### src/rtl/saus_pkg.sv
// saus_pkg: shared types and helpers for the SAUS transform front end.
//   buf_state_t  : occupancy of the two-entry output buffer
//   size_legal() : 1 when 2**size is a usable transform size for `points` lanes
//   lane_mirror(): partner lane of k inside an n-point butterfly
package saus_pkg;

   typedef enum logic [1:0] {
      BUF_EMPTY = 2'd0,
      BUF_ONE   = 2'd1,
      BUF_FULL  = 2'd2
   } buf_state_t;

   function automatic logic size_legal(input int size, input int points);
      return (size >= 1) && (size < 31) && ((1 << size) <= points);
   endfunction

   function automatic int lane_mirror(input int k, input int n);
      return n - 1 - k;
   endfunction

endpackage

### src/rtl/adder.sv
// adder: full-precision signed add, one bit of growth.
//   a, b : signed W-bit operands
//   y    : signed W+1-bit sum
module adder #(
   parameter int W = 16
) (
   input  logic [W-1:0] a,
   input  logic [W-1:0] b,
   output logic [W:0]   y
);
   assign y = {a[W-1], a} + {b[W-1], b};
endmodule

### src/rtl/butterfly_skid_buf.sv
// butterfly_skid_buf: two-entry valid/ready buffer (main register + skid).
//   clk, rst_n           : clock, async active-low reset
//   in_valid/in_ready    : upstream handshake; in_ready is registered and
//                          means "skid register empty"
//   in_data              : DW-bit payload
//   out_valid/out_ready  : downstream handshake
//   out_data             : DW-bit payload, always the main register
module butterfly_skid_buf
   import saus_pkg::*;
#(
   parameter int DW = 8
) (
   input  logic          clk,
   input  logic          rst_n,
   input  logic          in_valid,
   output logic          in_ready,
   input  logic [DW-1:0] in_data,
   output logic          out_valid,
   input  logic          out_ready,
   output logic [DW-1:0] out_data
);

   buf_state_t    st, nxt;
   logic [DW-1:0] main_q, skid_q;
   logic          rdy_q;
   logic          acc;
   logic          ld_main, ld_skid, mv_skid;

   assign acc       = in_valid && rdy_q;
   assign in_ready  = rdy_q;
   assign out_valid = (st != BUF_EMPTY);
   assign out_data  = main_q;

   always_ff @(posedge clk or negedge rst_n) begin
      if (!rst_n) st <= BUF_EMPTY;
      else        st <= nxt;
   end

   always_comb begin
      nxt     = st;
      ld_main = 1'b0;
      ld_skid = 1'b0;
      mv_skid = 1'b0;
      case (st)
         BUF_EMPTY: begin
            if (acc) begin
               nxt     = BUF_ONE;
               ld_main = 1'b1;
            end
         end
         BUF_ONE: begin
            if (acc && out_ready) begin
               ld_main = 1'b1;              // replace draining entry in place
            end else if (acc) begin
               nxt     = BUF_FULL;
               ld_skid = 1'b1;
            end else if (out_ready) begin
               nxt     = BUF_EMPTY;
            end
         end
         BUF_FULL: begin
            // in_ready is low here, so no accept can coincide with the drain
            if (out_ready) begin
               nxt     = BUF_ONE;
               mv_skid = 1'b1;
            end
         end
         default: nxt = BUF_EMPTY;
      endcase
   end

   // Ready is computed from the next state so it never depends on out_ready
   // combinationally; it comes up one edge after reset release.
   always_ff @(posedge clk or negedge rst_n) begin
      if (!rst_n) begin
         main_q <= '0;
         skid_q <= '0;
         rdy_q  <= 1'b0;
      end else begin
         if (ld_main)      main_q <= in_data;
         else if (mv_skid) main_q <= skid_q;
         if (ld_skid)      skid_q <= in_data;
         rdy_q <= (nxt != BUF_FULL);
      end
   end

endmodule

### src/rtl/subtractor.sv
// subtractor: full-precision signed subtract, one bit of growth.
//   a, b : signed W-bit operands
//   y    : signed W+1-bit difference a - b
module subtractor #(
   parameter int W = 16
) (
   input  logic [W-1:0] a,
   input  logic [W-1:0] b,
   output logic [W:0]   y
);
   assign y = {a[W-1], a} - {b[W-1], b};
endmodule

### src/rtl/butterfly_stage.sv
// butterfly_stage: even/odd sum/difference butterfly over up to POINTS lanes,
// transform size chosen per beat, followed by a two-entry skid buffer.
//   clk, rst_n          : clock, async active-low reset
//   in_valid/in_ready   : input handshake (in_ready registered)
//   in_data             : POINTS signed WIDTH-bit lanes
//   in_size             : log2(N); illegal values fall back to N = POINTS
//   out_valid/out_ready : output handshake
//   out_data            : POINTS signed WIDTH+1-bit lanes, lanes >= N are 0
//   out_size            : size actually used
//   out_err             : beat carried an illegal in_size
module butterfly_stage
   import saus_pkg::*;
#(
   parameter int WIDTH  = 16,
   parameter int POINTS = 8,
   parameter int SZW    = $clog2($clog2(POINTS) + 1)
) (
   input  logic                        clk,
   input  logic                        rst_n,
   input  logic                        in_valid,
   output logic                        in_ready,
   input  logic [POINTS*WIDTH-1:0]     in_data,
   input  logic [SZW-1:0]              in_size,
   output logic                        out_valid,
   input  logic                        out_ready,
   output logic [POINTS*(WIDTH+1)-1:0] out_data,
   output logic [SZW-1:0]              out_size,
   output logic                        out_err
);

   localparam int LP = $clog2(POINTS);
   localparam int DW = POINTS*(WIDTH+1) + SZW + 1;

   logic [POINTS-1:0][WIDTH-1:0]     din;
   logic [LP:1][POINTS-1:0][WIDTH:0] res;   // one full result per legal size
   logic [POINTS-1:0][WIDTH:0]       net;
   logic                             legal;
   logic [SZW-1:0]                   eff_size;
   logic [DW-1:0]                    buf_in, buf_out;

   assign din      = in_data;
   assign legal    = size_legal(int'(in_size), POINTS);
   assign eff_size = legal ? in_size : SZW'(LP);

   // Every size gets its own butterfly; the per-beat size just selects one.
   for (genvar s = 1; s <= LP; s++) begin : g_sz
      localparam int N = 1 << s;
      for (genvar k = 0; k < POINTS; k++) begin : g_ln
         if (k < N/2) begin : g_pair
            localparam int M = lane_mirror(k, N);
            adder      #(.W(WIDTH)) u_add (.a(din[k]), .b(din[M]), .y(res[s][k]));
            subtractor #(.W(WIDTH)) u_sub (.a(din[k]), .b(din[M]), .y(res[s][M]));
         end else if (k >= N) begin : g_zero
            assign res[s][k] = '0;
         end
      end
   end

   always_comb begin
      net = '0;
      for (int s = 1; s <= LP; s++)
         if (int'(eff_size) == s) net = res[s];
   end

   assign buf_in = {net, eff_size, ~legal};

   butterfly_skid_buf #(.DW(DW)) u_buf (
      .clk       (clk),
      .rst_n     (rst_n),
      .in_valid  (in_valid),
      .in_ready  (in_ready),
      .in_data   (buf_in),
      .out_valid (out_valid),
      .out_ready (out_ready),
      .out_data  (buf_out)
   );

   assign {out_data, out_size, out_err} = buf_out;

endmodule

### config.mk
export PLATFORM = sky130hd
export DESIGN_NAME = butterfly_stage
export DESIGN_NICKNAME = d
export VERILOG_FILES = /design/src/rtl/saus_pkg.sv /design/src/rtl/adder.sv /design/src/rtl/butterfly_skid_buf.sv /design/src/rtl/subtractor.sv /design/src/rtl/butterfly_stage.sv
export SDC_FILE = /design/constraint.sdc
export NUM_CORES = 1
export LEC_CHECK = 0
export CORE_ASPECT_RATIO = 0.75
export CORE_MARGIN = 2
export CORE_UTILIZATION = 35
export CTS_BUF_LIST = sky130_fd_sc_hd__clkbuf_8
export DETAILED_ROUTE_END_ITERATION = 6
export SYNTH_ARGS = -nofsm -noshare
export SYNTH_HDL_FRONTEND = slang
export SYNTH_SLANG_ARGS = --single-unit
### constraint.sdc
create_clock -name clk -period 2 [get_ports clk]
set_input_delay 0.4 -clock clk [delete_from_list [all_inputs] [get_ports clk]]
set_output_delay 0.4 -clock clk [all_outputs]
set_load 0.01 [all_outputs]
# [After elaboration in Yosys (flattened, before gate mapping)]
# Index checks and enable logic that the tools add are counted.
[classes] n_eq_ne=6 n_reduce_logical=6 n_mux=19 bitwise=1 magnitude_cmp=2 add_sub_neg=14 n_shift=1
[op_table] op="$mux 139" count=2
[op_table] op="$mux 136" count=1
[op_table] op="$add 16x16->17" count=7
[op_table] op="$sub 16x16->17" count=7
[op_table] op="$mux 68" count=1
[op_table] op="$mux 34" count=1
[op_table] op="$le 32x5->1 const B" count=1
[op_table] op="$shl 1x2->32 const A" count=1
[op_table] op="$mux 2" count=6
[op_table] op="$eq 2x2->1 const B" count=3
[op_table] op="$mux 1" count=6
[op_table] op="$pmux 2 s3" count=1
[op_table] op="$eq 2x1->1 const B" count=2
[op_table] op="$reduce_bool 2->1" count=2
[op_table] op="$logic_and 1x1->1" count=3
[op_table] op="$ge 2x1->1 const B" count=1
[op_table] op="$logic_not 2->1" count=1
[op_table] op="$ne 2x2->1 const B" count=1
[op_table] op="$pmux 1 s2" count=1
[op_table] op="$not 1->1" count=1
[totals] wordCells=53 output_inout_bits=141 reg_bits=281

# [Longest topological paths before layout]
[depth] ltp_word=9 ltp_mapped=13

# [Hierarchy]
# From an unflattened synthesis, not the netlist that was laid out.
[hier_totals] cells_unflattened=2483 hier_area_um2=24961.4
[modules_own_cells] mod="butterfly_skid_buf" cells_per_inst=757 area_per_inst_um2=12116.6 seq_area_each_um2=7031.7 n_inst=1
[modules_own_cells] mod="subtractor" cells_per_inst=110 area_per_inst_um2=809.5 seq_area_each_um2=0.0 n_inst=7
[modules_own_cells] mod="adder (g_sz[1].g_ln[0].g_pair.u_add ...)" cells_per_inst=95 area_per_inst_um2=778.2 seq_area_each_um2=0.0 n_inst=5
[modules_own_cells] mod="butterfly_stage" cells_per_inst=281 area_per_inst_um2=1735.4 seq_area_each_um2=0.0 n_inst=1
[modules_own_cells] mod="adder (g_sz[2].g_ln[1].g_pair.u_add ...)" cells_per_inst=100 area_per_inst_um2=775.7 seq_area_each_um2=0.0 n_inst=2

# [Worst setup path after synthesis]
# Ideal clock, no wire load.
[synth_path] path_kind="input to register" from="input in_data[22]" to="register u_buf.skid_q[16]" n_path_buf=0 stages=11 arrival_time_ps=2871 setup_slack_ps=-999 path_cell_list="inv_1 > ha_1 > nor2b_1 > or4_1 > o21a_1 > a221o_1 > a221o_1 > xnor2_1 > a221oi_1 > a21oi_2 > mux2_1"
[synth_between] elab_chain_cells=4
[synth_lines] element="start, declared" line_no="butterfly_stage.sv:22" rtl="input logic [POINTS*WIDTH-1:0] in_data,"
[synth_lines] element="$add 16x16->17" line_no="adder.sv:11" rtl="assign y = {a[W-1], a} + {b[W-1], b};"
[synth_lines] element="$mux 34" line_no="butterfly_stage.sv:62" rtl="if (int'(eff_size) == s) net = res[s];"
[synth_lines] element="$mux 68" line_no="butterfly_stage.sv:62"
[synth_lines] element="$mux 136" line_no="butterfly_stage.sv:62"
[synth_lines] element="end signal, assigned" line_no="butterfly_skid_buf.sv:82" rtl="if (ld_skid) skid_q <= in_data;"
[synth_lines] element="end, declared" line_no="butterfly_skid_buf.sv:24" rtl="logic [DW-1:0] main_q, skid_q;"
# Every way passes these cells.
# A chain may end at the register's enable or synchronous reset.

# [Final worst setup path]
[layout_path] from="input in_data[16]" to="register u_buf.skid_q[119]"
[layout_between] elab_chain_cells=2
[layout_lines] element="$sub 16x16->17" line_no="subtractor.sv:11" rtl="assign y = {a[W-1], a} - {b[W-1], b};"
[layout_lines] element="$mux 136" line_no="butterfly_stage.sv:62"
# Every way passes these cells.

==> impl_metrics.yaml <==
global_routing:
  grt_max_degree: 70
  gr-total-overflow: 0
  antenna_found_initial: 6
  grt_pass1_wl_um: 151300
  grtUsageTotal_pct: 29.53
  grt_pass1_vias: 25005
logic_synthesis:
  yosysMostFrequentCell: "nand2_1"
  synth_area_per_cell_um2: 8.044
  syn_inst: 2806
  synth-adder-area-share_pct: 13.94
  synth_nets: 3183
  synth_top_cells_by_count: "456 x nand2_1, 281 x dfrtp_1, 229 x ha_1, 220 x nor2_1, 213 x a21oi_1"
  ys_seq_area_share_pct: 31.15
  yosys.area.top_type_share_pct: 31.15
  synthTopCellsByArea: "dfrtp_1 31%, ha_1 13%, nand2_1 7.6%, xnor2_1 4.9%, a21oi_1 4.7%"
  ys_async_sr_fraction_pct: 100.0
  synth_xor_area_share_pct: 6.170
  synth.area.mux_share_pct: 1.580
  yosysTopAreaCell: "dfrtp_1"
  synth-seq-cells: 281
  synth_compound_area_share_pct: 22.17
  synth_top_family_by_area: "compound AO/OA/AOI/OAI gates"
  synth_flop_cell: "dfrtp_1"
  synth-simple-area-share_pct: 18.86
  yosysWarnings: 0
  synth_edf_count: 0
  synthesis.area_um2: 22570
  synthDistinctLibCells: 84
floorplan:
  coreArea_um2: 63660
  die-area_um2: 66550
  start_util_pct: 35.45
  die_w_um: 297.2
  rows: 80
  die_y_um: 223.9
  io_pins: 275
timing:
  clock_skew_ns: 0.03869
  finalSetupViolations: 128
  post-route-min-period_ns: 2.489
  fmax_ghz: 0.4018
  slew_headroom_pct: 65.47
  setup_ws_ns: -0.4885
  worst_pin_slew_ns: 0.5132
  slew_viol_final: 0
  finalCritPeriodShare_pct: 124.4
  hold_viol_final: 0
  rsz0062_at_grt: "true"
clock_network:
  clockBufferDepth: 3
  cts.sinks: 281
  clkTransAtPathRegs_ns: 0.06
  htreeDepth: 2
  cts-buffers-inserted: 50
  cts_tree: "built"
  clockRootBuffer: "clkbuf_8"
  clk_latency_ns: 0.67
worst_setup_path:
  cp_cell_sequence: "buf_8 -> buf_4 -> buf_6 -> inv_8 -> ha_4 -> fa_2 -> nor2b_4 -> o21ai_2 -> a21oi_2 -> o21a_1 -> or3_4 -> a2111oi_4 -> or3_4 -> xnor2_4 -> a22o_1"
  r2r_start: "u_buf.st[0]$_DFF_PN0_"
  path_buf_inv: 4
  path_class: "in2reg"
  crit_path_end_kind: "flop"
  startpoint: "in_data[16]"
  required_ns: 2.53
  worst_setup_path_start_kind: "primary input"
  cp_common_cell: "or3_4"
  rr_worst_depth: 7
  critical_path.top_delay_family: "compound AO/OA/AOI/OAI gates"
  cp_num_cells: 15
  slowest_stage: "or3_4"
  r2r_slack_ns: 0.17
  max_stage_delay_ns: 0.39
  path_max_fanout: 3
  critPathArrivalTime_ns: 3.02
final_layout:
  fill_cells: 5418
  syn2layout_area_growth_pct: 70.36
  layout-drive-gt1-share_pct: 42.69
  stdcell_count: 4755
  post-route-util_pct: 60.40
  nets: 4227
  fin_area_um2: 38450
  multi_input_area_um2: 18160
  regArea_um2: 7042
min_path:
  min_from: "in_data[96]"
  min_path_cells: 4
  hold_path.class: "in2reg"
job:
  cap_violations: 0
pwr:
  netSwitchingFraction_pct: 40.05
  powerDensity_nw_per_um2: 901.1
  p_total_mw: 34.65
  p_leak_nw: 18.31
  p_int_mw: 20.77
  switchingPower_mw: 13.88
  vdd_drop_max_v: 0.0005907
  p_comb_share_pct: 52.3
  seqPwrFrac_pct: 29.9
  p_clk_share_pct: 17.8
routing:
  first_iter_violations: 2144
  wl_met1_um: 46840
  wl_per_cell_um: 21.45
  highest_layer: "met5"
  num_vias: 25508
  drc: 0
  routed-wl-met3_um: 7333
  final_antenna_net_count: 0
  wl_met2_um: 45940
  wirelength_um: 102000
  vias_per_cell: 5.364
  first_pass_iters: 5
placed_design:
  dp_cells: 4540
  post-place-ws_ns: -1.711
  place_congestion: 0.9606
  dp_hpwl_um: 78420
  placed_area_um2: 33240
  portBuffers: 274
status:
  violations: "negative setup slack"
  status: "finished with violations"
## registers in the layout, summed over array words and instances (netlist names)
| name | flops |
|---|---|
| u_buf.in_ready | 1 |
| u_buf.out_data | 139 |
| u_buf.st | 2 |
| u_buf.skid_q | 139 |
## area by class of cell
class	instances	area share (%)
clock inverters	27	0.6410
flip-flops and latches	281	18.31
multi-input cells	2159	47.23
clock buffers	66	2.362
well taps	861	2.802
inverters	203	2.470
diodes	3	0.01952
repair buffers	1155	26.16
## logic make-up after synthesis
group / after synthesis
and+or+nand+nor: 960
AOI/OAI and AO/OA: 763
buffers and inverters: 366
DFF: 281
adders and majority gates: 243
xor gates and xnor gates: 159
muxes: 34
## worst register-to-register path, delay by kind of cell (launching register included)
family / cells / cell delay (ns)
flops: 1 / 0.38
compound gates: 2 / 0.24
buf+inv: 3 / 0.68
simple gates: 2 / 0.42
## routing by layer
| layer | GRT usage [%] | vias up |
|---|---|---|
| met5 | 0 | - |
| met4 | 6.240 | 4 |
| met3 | 4.723 | 108 |
| met2 | 46.20 | 880 |
| met1 | 42.86 | 12670 |
| li1 | - | 11846 |
## final timing paths
| kind | to |
|---|---|
| setup / recovery | u_buf.skid_q[119]$_DFFE_PN0P_ |
| hold / removal | u_buf.skid_q[105]$_DFFE_PN0P_ |
| setup reg to reg | u_buf.out_data[129]$_DFFE_PN0P_ |
| hold reg to reg | u_buf.skid_q[50]$_DFFE_PN0P_ |
| max in group asynchronous | u_buf.out_data[138]$_DFFE_PN0P_ |
| min in group asynchronous | u_buf.skid_q[129]$_DFFE_PN0P_ |
## stage by stage
step | setup TNS (ns) | hold slack [ns]
after floorplan | -33.78 | 0.1044
after global placement | -282.76 | 0.3397
after detailed placement | -291.02 | 0.3475
after CTS | -25.24 | 0.1993
after global routing | -31.95 | 0.2228
final | -25.81 | 0.2457
## power by group through the flow
stage	combinational, mW	sequential (mW)	clock, mW
5_1_grt	19.4	10.6	6.56
3_5_place_dp	16.3	10.4	0
6_report	18.1	10.3	6.18
4_1_cts	17.1	10.3	6.28
3_3_place_gp	16.0	10.3	0
2_1_floorplan	7.11	10.4	0
## placed cells by master, fill, tap and decap left out, drive strengths merged, types with 37 or more instances in the layout
master and count:
nand2 456, nor3 59, a21oi 214, inv 219, o21ai 136, and3 39
a31oi 56, xnor2 127, dlygate4sd2 107, ha 229, clkbuf 80, nand2b 37
a22oi 42, clkdlybuf4s50 76, buf 934, dfrtp 281, nor2 220, nor2b 43
## timing repair
item                                    4_1_cts  5_1_grt
hold endpoints to repair                     35        0
pin swaps                                   328      276
hold buffers                                  1        0
buffers inserted                            109       58
gates cloned                                  0        0
endpoints found under the setup margin      307      181
gates resized for setup                     811      349
Note: power is estimated with default switching activity, not from simulation.
